### src/rtl/light_receiver.sv
// Optical line receiver: deserialises start/payload/stop frames from a
// photodetector level, sampling mid-bit and flagging bad stop bits.
`ifndef FRAME_SIZE
`define FRAME_SIZE 15
`endif

module light_receiver #(
  parameter int BIT_PERIOD = 16,
  parameter int FRAME_BITS = `FRAME_SIZE
) (
  input  logic                  clock,
  input  logic                  reset,
  input  logic                  enable,
  input  logic                  signal,
  output logic [FRAME_BITS-1:0] data_out,
  output logic                  irq_rx,
  output logic                  frame_error,
  output logic                  busy
);

  localparam int CYC_W = $clog2(BIT_PERIOD);
  localparam int IDX_W = $clog2(FRAME_BITS);
  localparam logic [CYC_W-1:0] CYC_HALF = CYC_W'(BIT_PERIOD / 2 - 1);
  localparam logic [CYC_W-1:0] CYC_LAST = CYC_W'(BIT_PERIOD - 1);
  localparam logic [IDX_W-1:0] IDX_LAST = IDX_W'(FRAME_BITS - 1);

  typedef enum logic [1:0] {IDLE, START, DATA, STOP} state_t;

  state_t                  state;
  logic [CYC_W-1:0]        cyc;
  logic [IDX_W-1:0]        idx;
  logic [FRAME_BITS-1:0]   shreg;
  logic                    sync1, s, s_d;
  logic [2:0]              warm;

  assign busy = (state != IDLE);

  always_ff @(posedge clock) begin
    if (reset) begin
      state       <= IDLE;
      cyc         <= '0;
      idx         <= '0;
      shreg       <= '0;
      data_out    <= '0;
      irq_rx      <= 1'b0;
      frame_error <= 1'b0;
      sync1       <= 1'b0;
      s           <= 1'b0;
      s_d         <= 1'b0;
      warm        <= '0;
    end else begin
      sync1       <= signal;
      s           <= sync1;
      s_d         <= s;
      // Edge detection waits until s and s_d both hold real line samples,
      // so a line already high at reset release is not seen as a rising edge.
      warm        <= {warm[1:0], 1'b1};
      irq_rx      <= 1'b0;
      frame_error <= 1'b0;
      if (!enable) begin
        state <= IDLE;
        cyc   <= '0;
        idx   <= '0;
      end else begin
        case (state)
          IDLE: begin
            cyc <= '0;
            idx <= '0;
            if (warm[2] && s && !s_d) state <= START;
          end
          START: begin
            if (cyc == CYC_HALF) begin
              cyc   <= '0;
              idx   <= '0;
              state <= s ? DATA : IDLE;
            end else begin
              cyc <= cyc + 1'b1;
            end
          end
          DATA: begin
            if (cyc == CYC_LAST) begin
              cyc   <= '0;
              shreg <= {shreg[FRAME_BITS-2:0], s};
              if (idx == IDX_LAST) state <= STOP;
              else                 idx   <= idx + 1'b1;
            end else begin
              cyc <= cyc + 1'b1;
            end
          end
          STOP: begin
            if (cyc == CYC_LAST) begin
              cyc   <= '0;
              state <= IDLE;
              if (s) begin
                frame_error <= 1'b1;
              end else begin
                data_out <= shreg;
                irq_rx   <= 1'b1;
              end
            end else begin
              cyc <= cyc + 1'b1;
            end
          end
          default: state <= IDLE;
        endcase
      end
    end
  end

endmodule

### config.mk
export PLATFORM = sky130hd
export DESIGN_NAME = light_receiver
export DESIGN_NICKNAME = d
export VERILOG_FILES = /design/src/rtl/light_receiver.sv
export SDC_FILE = /design/constraint.sdc
export NUM_CORES = 1
export LEC_CHECK = 0
export CAP_MARGIN = 5
export CELL_PAD_IN_SITES_DETAIL_PLACEMENT = 1
export CELL_PAD_IN_SITES_GLOBAL_PLACEMENT = 2
export CORE_ASPECT_RATIO = 0.6
export CORE_MARGIN = 2
export CORE_UTILIZATION = 34
export DETAILED_ROUTE_END_ITERATION = 10
export DONT_BUFFER_PORTS = 1
export GPL_TIMING_DRIVEN = 1
export HOLD_SLACK_MARGIN = 0.06
export PLACE_DENSITY_LB_ADDON = 0.3
export SYNTH_ARGS = -nofsm -noshare
export SYNTH_HDL_FRONTEND = slang
export SYNTH_SLANG_ARGS = --single-unit
### constraint.sdc
create_clock -name clock -period 1.9 [get_ports clock]
set_clock_uncertainty 0.2 [all_clocks]
set_input_delay 0.285 -clock clock [delete_from_list [all_inputs] [get_ports clock]]
set_output_delay 0.285 -clock clock [all_outputs]
set_load 0.1 [all_outputs]
==> impl_results.rst, run 1 <==
.. list-table::
   :header-rows: 1

   * - Metric
     - Value
   * - Floorplan die width
     - 99.2 um
   * - Pre-CTS setup slack
     - -0.0366 ns
   * - RD Place Congestion
     - 0.812
   * - Area growth syn-to-layout
     - 23.6%
   * - Avg Inst Size Synth
     - 9.38 sq um
   * - Worst-skew pair later-pin latency
     - 0.29 ns
   * - Cell leakage power
     - 0.809 nW
   * - Worst-case reg-to-reg path depth
     - 7
   * - Starting density of the core
     - 35.8%
   * - Power density over cell area
     - 775 nW/um^2
   * - Remaining antenna violation count after routing
     - 0
   * - Total overflow reported by the global router
     - 0
   * - Netlist Area Pre-Place
     - 1850 sq um
   * - # Max-Cap Violations
     - 0
   * - Post-layout nets
     - 231
   * - Post-detail-place hpwl
     - 2.76 mm
   * - Post-synthesis adder-cell area fraction
     - 2.03%
   * - List of cells traversed by the critical path
     - nor2_1, inv_1, buf_4
   * - Min Tclk post-route
     - 1.82 ns
   * - Die H
     - 61.1 um
   * - Number of design rule violations left after detail routing
     - 0
   * - Die outline area
     - 6060 sq um
   * - Measured slew at the worst slew-check pin
     - 0.329 ns
   * - Clock input transition at the sequential cells of the worst setup and hold paths
     - 0.09 ns
   * - Initial DRC count
     - 31
   * - Crit Path Category
     - register to primary output
   * - Max Slew Vio Count
     - 0
   * - Worst-path fanout max
     - 9
   * - Largest net degree at the start of global routing
     - 37
   * - First-pass GRT wire length
     - 6.80 mm
   * - Slowest stage cell on the critical path
     - dfxtp_2
   * - Clock tree root buffer cell
     - clkbuf_8
   * - Combinational family with the most area after synthesis
     - simple AND/OR/NAND/NOR gates
   * - Final core area utilization
     - 44.3%
   * - Vias after detailed routing
     - 1431
   * - Maximum vdd drop
     - 415 uV
   * - Nets in the synthesized netlist
     - 204
   * - Number of H-tree levels
     - 2
   * - Vias in the first global route
     - 1357
   * - Largest buffer count on any clock path
     - 2
   * - Synth warnings
     - 0
   * - Most frequent cells in the layout
     - dfxtp_1 (45), nand2_1 (34), buf_4 (25)
   * - WP data required
     - 1.41 ns
   * - Run status
     - complete, no violations
   * - Max-slew headroom at the worst pin
     - 77.8%
   * - Critical path endpoint category
     - primary output
   * - Element type at the critical path start
     - register
   * - Final setup violating endpoints
     - 0
   * - Count of inserted antenna diode cells
     - 0
   * - Min-Delay Path Class
     - register to register
   * - Synthesis-stage register bit count
     - 48
   * - IO Pins
     - 22
   * - Antenna violations before repair
     - 0
   * - Count of standard-cell rows
     - 20
   * - Clock tree from TritonCTS
     - built
   * - Final WL
     - 4.14 mm
   * - Largest stage delay on the critical path
     - 0.39 ns
   * - Number of distinct library cells after synthesis
     - 32
   * - Max Fclk
     - 0.549 GHz
   * - Count of cells along the worst hold path
     - 1
   * - Core area
     - 5150 sq um
   * - Fin worst setup slack
     - 0.0775 ns
   * - Most common cell after layout, fill and taps aside
     - dfxtp_1
   * - # port buffers
     - 0
   * - Multiplexer fraction of the synthesized cell area
     - 8.12%
   * - Vias per cell
     - 4.92
   * - Layout cell share with drive strength beyond 1
     - 20.9%
   * - Register area share after synthesis
     - 52.0%
   * - Compound-cell area share of the yosys netlist
     - 9.34%
   * - Number of clock sinks
     - 48
   * - Gate Count Post-Synth
     - 197
   * - Critical path arrival
     - 1.34 ns
   * - Tcrit/Tclk final
     - 95.9%
   * - Pre-Repair DR Iteration Count
     - 4
   * - Final-report hold violation count
     - 0
   * - GR Util All Layers
     - 14.7%
   * - Number of buffers inserted during clock tree synthesis
     - 5
   * - Xor and xnor area share after synthesis
     - 0.948%
   * - Routed len/inst
     - 14.2 um
   * - Simple-gate share of the synthesized area
     - 21.9%
## cell type report
class,instances,area [sq um]
clock inverter,2,35.0
inverter,7,26.3
timing repair buffer,32,293
tap,66,82.6
sequential,48,965
fill,592,2870
clock buffer,6,72.6
multi-input combinational,130,811
## state kept, by name, indices dropped and copies added, names as in the netlist, named ones only
| signal | cells |
|---|---|
| warm | 3 |
| state | 1 |
| idx | 4 |
| s | 1 |
| data_out | 15 |
| frame_error | 1 |
| cyc | 4 |
| s_d | 1 |
| irq_rx | 1 |
| sync1 | 1 |
| shreg | 15 |
## synth_stat cells
cell type  instances  share of area [%]
a211oi_1           2               0.81
a211oi_2           1               0.68
a21oi_1           20                5.4
a22o_1             1               0.47
a311oi_1           2               0.95
a41oi_1            1               0.47
and3_1             1               0.34
and4b_1            1               0.54
and4bb_2           1               0.68
buf_2              2               0.54
buf_4              2               0.81
buf_6              3                1.8
clkbuf_1           5                1.0
dfxtp_1           48                 52
ha_1               3                2.0
inv_1              7                1.4
mux2i_1           15                8.1
nand2_1           35                7.1
nand2_4            1               0.61
nand2b_1           2               0.68
nand3_1            3               0.81
nand3_2            1               0.54
nor2_1            19                3.9
nor2b_1            4                1.4
nor3_1             2               0.54
nor3_2             1               0.54
nor4_1             2               0.68
nor4_4             1                1.2
nor4b_1            1               0.47
o21ai_0            2               0.54
or3_1              6                2.0
xnor2_1            2               0.95
## cells by family (layout without fill, tap and decap cells)
group / count (synthesis) / in the layout
adder cells (fa/ha/maj): 3 / 3
buffers and inverters: 19 / 47
multiplexers: 15 / 15
AND/OR/NAND/NOR: 81 / 81
XOR/XNOR: 2 / 2
flip-flops: 48 / 48
AO/OA/AOI/OAI: 29 / 29
## report_power, final
part           internal [W]  switching, W  total [W]
clock network      0.000391      0.000330   0.000721
logic             0.0000140     0.0000210  0.0000351
registers           0.00101    0.00000346    0.00101
total               0.00142      0.000355    0.00177
## per-layer routing
layer | wire length, um | up-vias | GRT usage [%]
li1 | - | 720 | -
met1 | 2050 | 682 | 20.2
met2 | 1890 | 22 | 22.3
met3 | 150 | 7 | 4.20
met4 | 45 | 0 | 5.48
met5 | 0 | - | 0
## critical path: cells and delay by family, from the launching register on
kind	cells	cell delay [ns]
and+or+nand+nor	1	0.29
buffers and inverters	2	0.36
DFF	1	0.39
## final timing paths
| check | endpoint | slack, ns | start |
|---|---|---|---|
| hold reg to reg | s$_SDFF_PP0_ | 0.25 | sync1$_SDFF_PP0_ |
| setup / recovery | busy | 0.08 | register |
| setup reg to reg | data_out[14]$_SDFFE_PP0P_ | 0.10 | cyc[0]$_SDFF_PP0_ |
| hold / removal | s$_SDFF_PP0_ | 0.25 | sync1$_SDFF_PP0_ |
## stage by stage
| step | power (W) | instances | TNS (ns) | instance area (sq um) | hold WS (ns) |
|---|---|---|---|---|---|
| 2_1_floorplan | 0.00105 | 197 | 0 | 1850 | 0.213 |
| 3_3_place_gp | 0.00105 | 276 | 0 | 2050 | 0.156 |
| 3_5_place_dp | 0.00105 | 276 | -0.221 | 2050 | 0.160 |
| 4_1_cts | 0.00180 | 288 | -0.0312 | 2220 | 0.0841 |
| 5_1_grt | 0.00185 | 291 | -0.100 | 2280 | 0.271 |
| 6_report | 0.00177 | 291 | 0 | 2280 | 0.246 |
## repair_timing
| action | in CTS | in global routing |
|---|---|---|
| setup buffers | 0 | 1 |
| pin swaps | 0 | 1 |
| endpoints found under the hold margin | 40 | 6 |
| endpoints found under the setup margin | 18 | 26 |
| hold buffers | 4 | 1 |
| gates cloned | 0 | 1 |
| resized for setup | 1 | 7 |
(Power assumes the default switching activity.)
==> inputs of run 2 (changes only) <==
- RECOVER_POWER: default -> 100
==> run 2 against run 1 <==
Critical path depth unchanged. Non-clock buffer count unchanged. Clock power about the same. Die area unchanged. Sequential cell count unchanged. Clock-buffer cell count unchanged. Via count increased by 0.14%. Global-route usage unchanged. Worst hold slack about the same. Combinational power about the same. Worst setup slack improved by 0.0013 ns. Critical endpoint unchanged.
==> impl_results.rst, run 2 (same netlist as run 1, synthesis figures left out) <==
.. list-table::
   :header-rows: 1

   * - Metric
     - Value
   * - Crit Path Category
     - register to primary output
   * - Area growth syn-to-layout
     - 21.3%
   * - Die outline area
     - 6060 sq um (unchanged)
   * - Combinational cell fraction of total power
     - 2.0% (about the same)
   * - Fin worst setup slack
     - 0.0788 ns (+0.00133 ns)
   * - Power Internal
     - 0.00142 W (about the same)
   * - Maximum vdd drop
     - 414 uV (-0.10%)
   * - Number of H-tree levels
     - 2 (unchanged)
   * - Tcrit/Tclk final
     - 95.9% (about the same)
   * - Max Slew Vio Count
     - 0 (unchanged)
   * - Clock input transition at the sequential cells of the worst setup and hold paths
     - 0.08 ns (about the same)
   * - Largest net degree at the start of global routing
     - 37 (unchanged)
   * - Vias in the first global route
     - 1357 (unchanged)
   * - GR Util All Layers
     - 14.7% (unchanged)
   * - Power density over cell area
     - 789 nW/um^2 (+1.9%)
   * - Worst-skew pair later-pin latency
     - 0.30 ns (about the same)
   * - Post-detail-place hpwl
     - 2.76 mm (unchanged)
   * - Flop pwr share
     - 57.3% (about the same)
   * - Starting density of the core
     - 35.8% (unchanged)
   * - Initial DRC count
     - 32 (+3.2%)
   * - Clock tree from TritonCTS
     - built
   * - Regs by FF count
     - data_out (15), shreg (15)
   * - List of cells traversed by the critical path
     - nor2_1, inv_1, buf_4
   * - RD Place Congestion
     - 0.812 (unchanged)
   * - Final setup violating endpoints
     - 0 (unchanged)
   * - Run status
     - complete, no violations
   * - Most frequent cells in the layout
     - dfxtp_1 (45), nand2_1 (34), a21oi_1 (20)
   * - Final-report hold violation count
     - 0 (unchanged)
   * - Total overflow reported by the global router
     - 0 (unchanged)
   * - Final hold slack
     - 0.246 ns (+0.0000180 ns)
   * - Routed len/inst
     - 14.2 um (-0.12%)
   * - Slowest stage cell on the critical path
     - dfxtp_2
   * - Core area
     - 5150 sq um (unchanged)
   * - Min Tclk post-route
     - 1.82 ns (-0.00133 ns)
   * - Max Fclk
     - 0.549 GHz (about the same)
   * - Cell area after placement
     - 2050 sq um (unchanged)
   * - Count of standard-cell rows
     - 20 (unchanged)
   * - Vias after detailed routing
     - 1433 (+0.14%)
   * - Element type at the critical path start
     - register
   * - Final total negative setup slack
     - 0 ns (unchanged)
   * - Final WL
     - 4.14 mm (-0.12%)
   * - Number of design rule violations left after detail routing
     - 0 (unchanged)
   * - IO Pins
     - 22 (unchanged)
   * - Measured slew at the worst slew-check pin
     - 0.556 ns (+0.226 ns)
   * - Post-layout nets
     - 231 (unchanged)
   * - Cell family contributing the most delay on the critical path
     - flip-flops
   * - First-pass GRT wire length
     - 6.80 mm (unchanged)
   * - Critical path endpoint category
     - primary output
   * - Number of clock sinks
     - 48 (unchanged)
   * - Vias per cell
     - 4.92 (+0.14%)
   * - Cell leakage power
     - 0.796 nW (-1.7%)
   * - Largest buffer count on any clock path
     - 2 (unchanged)
   * - Cell area after layout
     - 2240 sq um (-1.9%)
   * - Buffers plus inverters on the worst setup path
     - 2 (unchanged)
   * - Count of inserted antenna diode cells
     - 0 (unchanged)
   * - Pre-CTS setup slack
     - -0.0366 ns (unchanged)
   * - # Max-Cap Violations
     - 0 (unchanged)
   * - Antenna violations before repair
     - 0 (unchanged)
   * - Largest stage delay on the critical path
     - 0.39 ns (about the same)
   * - Die H
     - 61.1 um (unchanged)
   * - WP data required
     - 1.41 ns (about the same)
   * - Clock tree root buffer cell
     - clkbuf_8
   * - Floorplan die width
     - 99.2 um (unchanged)
   * - Switching component of the power
     - 0.000354 W (-0.14%)
   * - Sw frac
     - 20.0% (-0.021 points)
   * - Worst-path fanout max
     - 9 (unchanged)
   * - Critical path arrival
     - 1.34 ns (about the same)
   * - Pre-Repair DR Iteration Count
     - 4 (unchanged)
   * - # port buffers
     - 0 (unchanged)
   * - Layout cell share with drive strength beyond 1
     - 20.9% (unchanged)
   * - Most common cell after layout, fill and taps aside
     - dfxtp_1
   * - Remaining antenna violation count after routing
     - 0 (unchanged)
   * - Min-Delay Path Class
     - register to register
   * - Number of buffers inserted during clock tree synthesis
     - 5 (unchanged)
   * - Max-slew headroom at the worst pin
     - 63.0% (-15 points)
   * - Clock network power share
     - 40.7% (about the same)
[run 2: cell types whose count changed in the layout (fill, tap and decap cells not counted), sizes merged]
| cell | change |
|---|---|
| clkbuf | +17 |
| buf | -17 |
[run 2: final cells by class]
type	count	area [sq um]
Inverter	7	26.3
Fill cell	595	2910
Clock inverter	2	35.0
Timing Repair Buffer	32	250
Tap cell	66	82.6
Sequential cell	48	965
Clock buffer	6	72.6
Multi-Input combinational cell	130	811
[run 2: power groups by stage]
stage	clock, W	combinational, W	sequential [W]
6_report	0.000721	0.0000350	0.00101
5_1_grt	0.000796	0.0000390	0.00102
4_1_cts	0.000750	0.0000329	0.00101
3_5_place_dp	0	0.0000117	0.00104
3_3_place_gp	0	0.0000112	0.00104
2_1_floorplan	0	0.0000187	0.00104
[run 2: worst paths after layout]
path	cells past startpoint	slack, ns	to	startpoint
worst max register to register	7	0.10	data_out[9]$_SDFFE_PP0P_	cyc[0]$_SDFF_PP0_
worst max-delay path	3	0.08	busy	register
worst min-delay path	1	0.25	s$_SDFF_PP0_	sync1$_SDFF_PP0_
worst min register to register	1	0.25	s$_SDFF_PP0_	sync1$_SDFF_PP0_
[run 2: metrics by stage]
stage / utilization [%] / cells / power (W)
finish: 43.5 / 291 / 0.00177
global route: 43.5 / 291 / 0.00185
CTS: 43.0 / 288 / 0.00180
detailed placement: 39.8 / 276 / 0.00105
global placement: 39.8 / 276 / 0.00105
floorplan: - / 197 / 0.00105
[run 2: worst reg2reg max path, stage by stage, from the launching register on]
cell and delay [ns]:
dfxtp_2 0.39, ha_4 0.18, nand3_2 0.12, nor4_4 0.24, buf_4 0.18, clkbuf_16 0.16
mux2i_1 0.19, nor2_1 0.05
[run 2: per-layer routing]
metal,global-route usage [%],share of wire [%],routed length (um)
met2,22.3,46,1890
met4,5.48,1.1,45
met3,4.20,3.6,150
met1,20.2,50,2050
met5,0,0,0
[run 2: what timing repair did]
action | CTS | global route
hold endpoints to repair | 40 | 6
hold buffers | 4 | 1
buffers inserted | 0 | 1
resized for setup | 1 | 7
pin swaps | 0 | 1
cloned | 0 | 1
setup endpoints to repair | 18 | 26
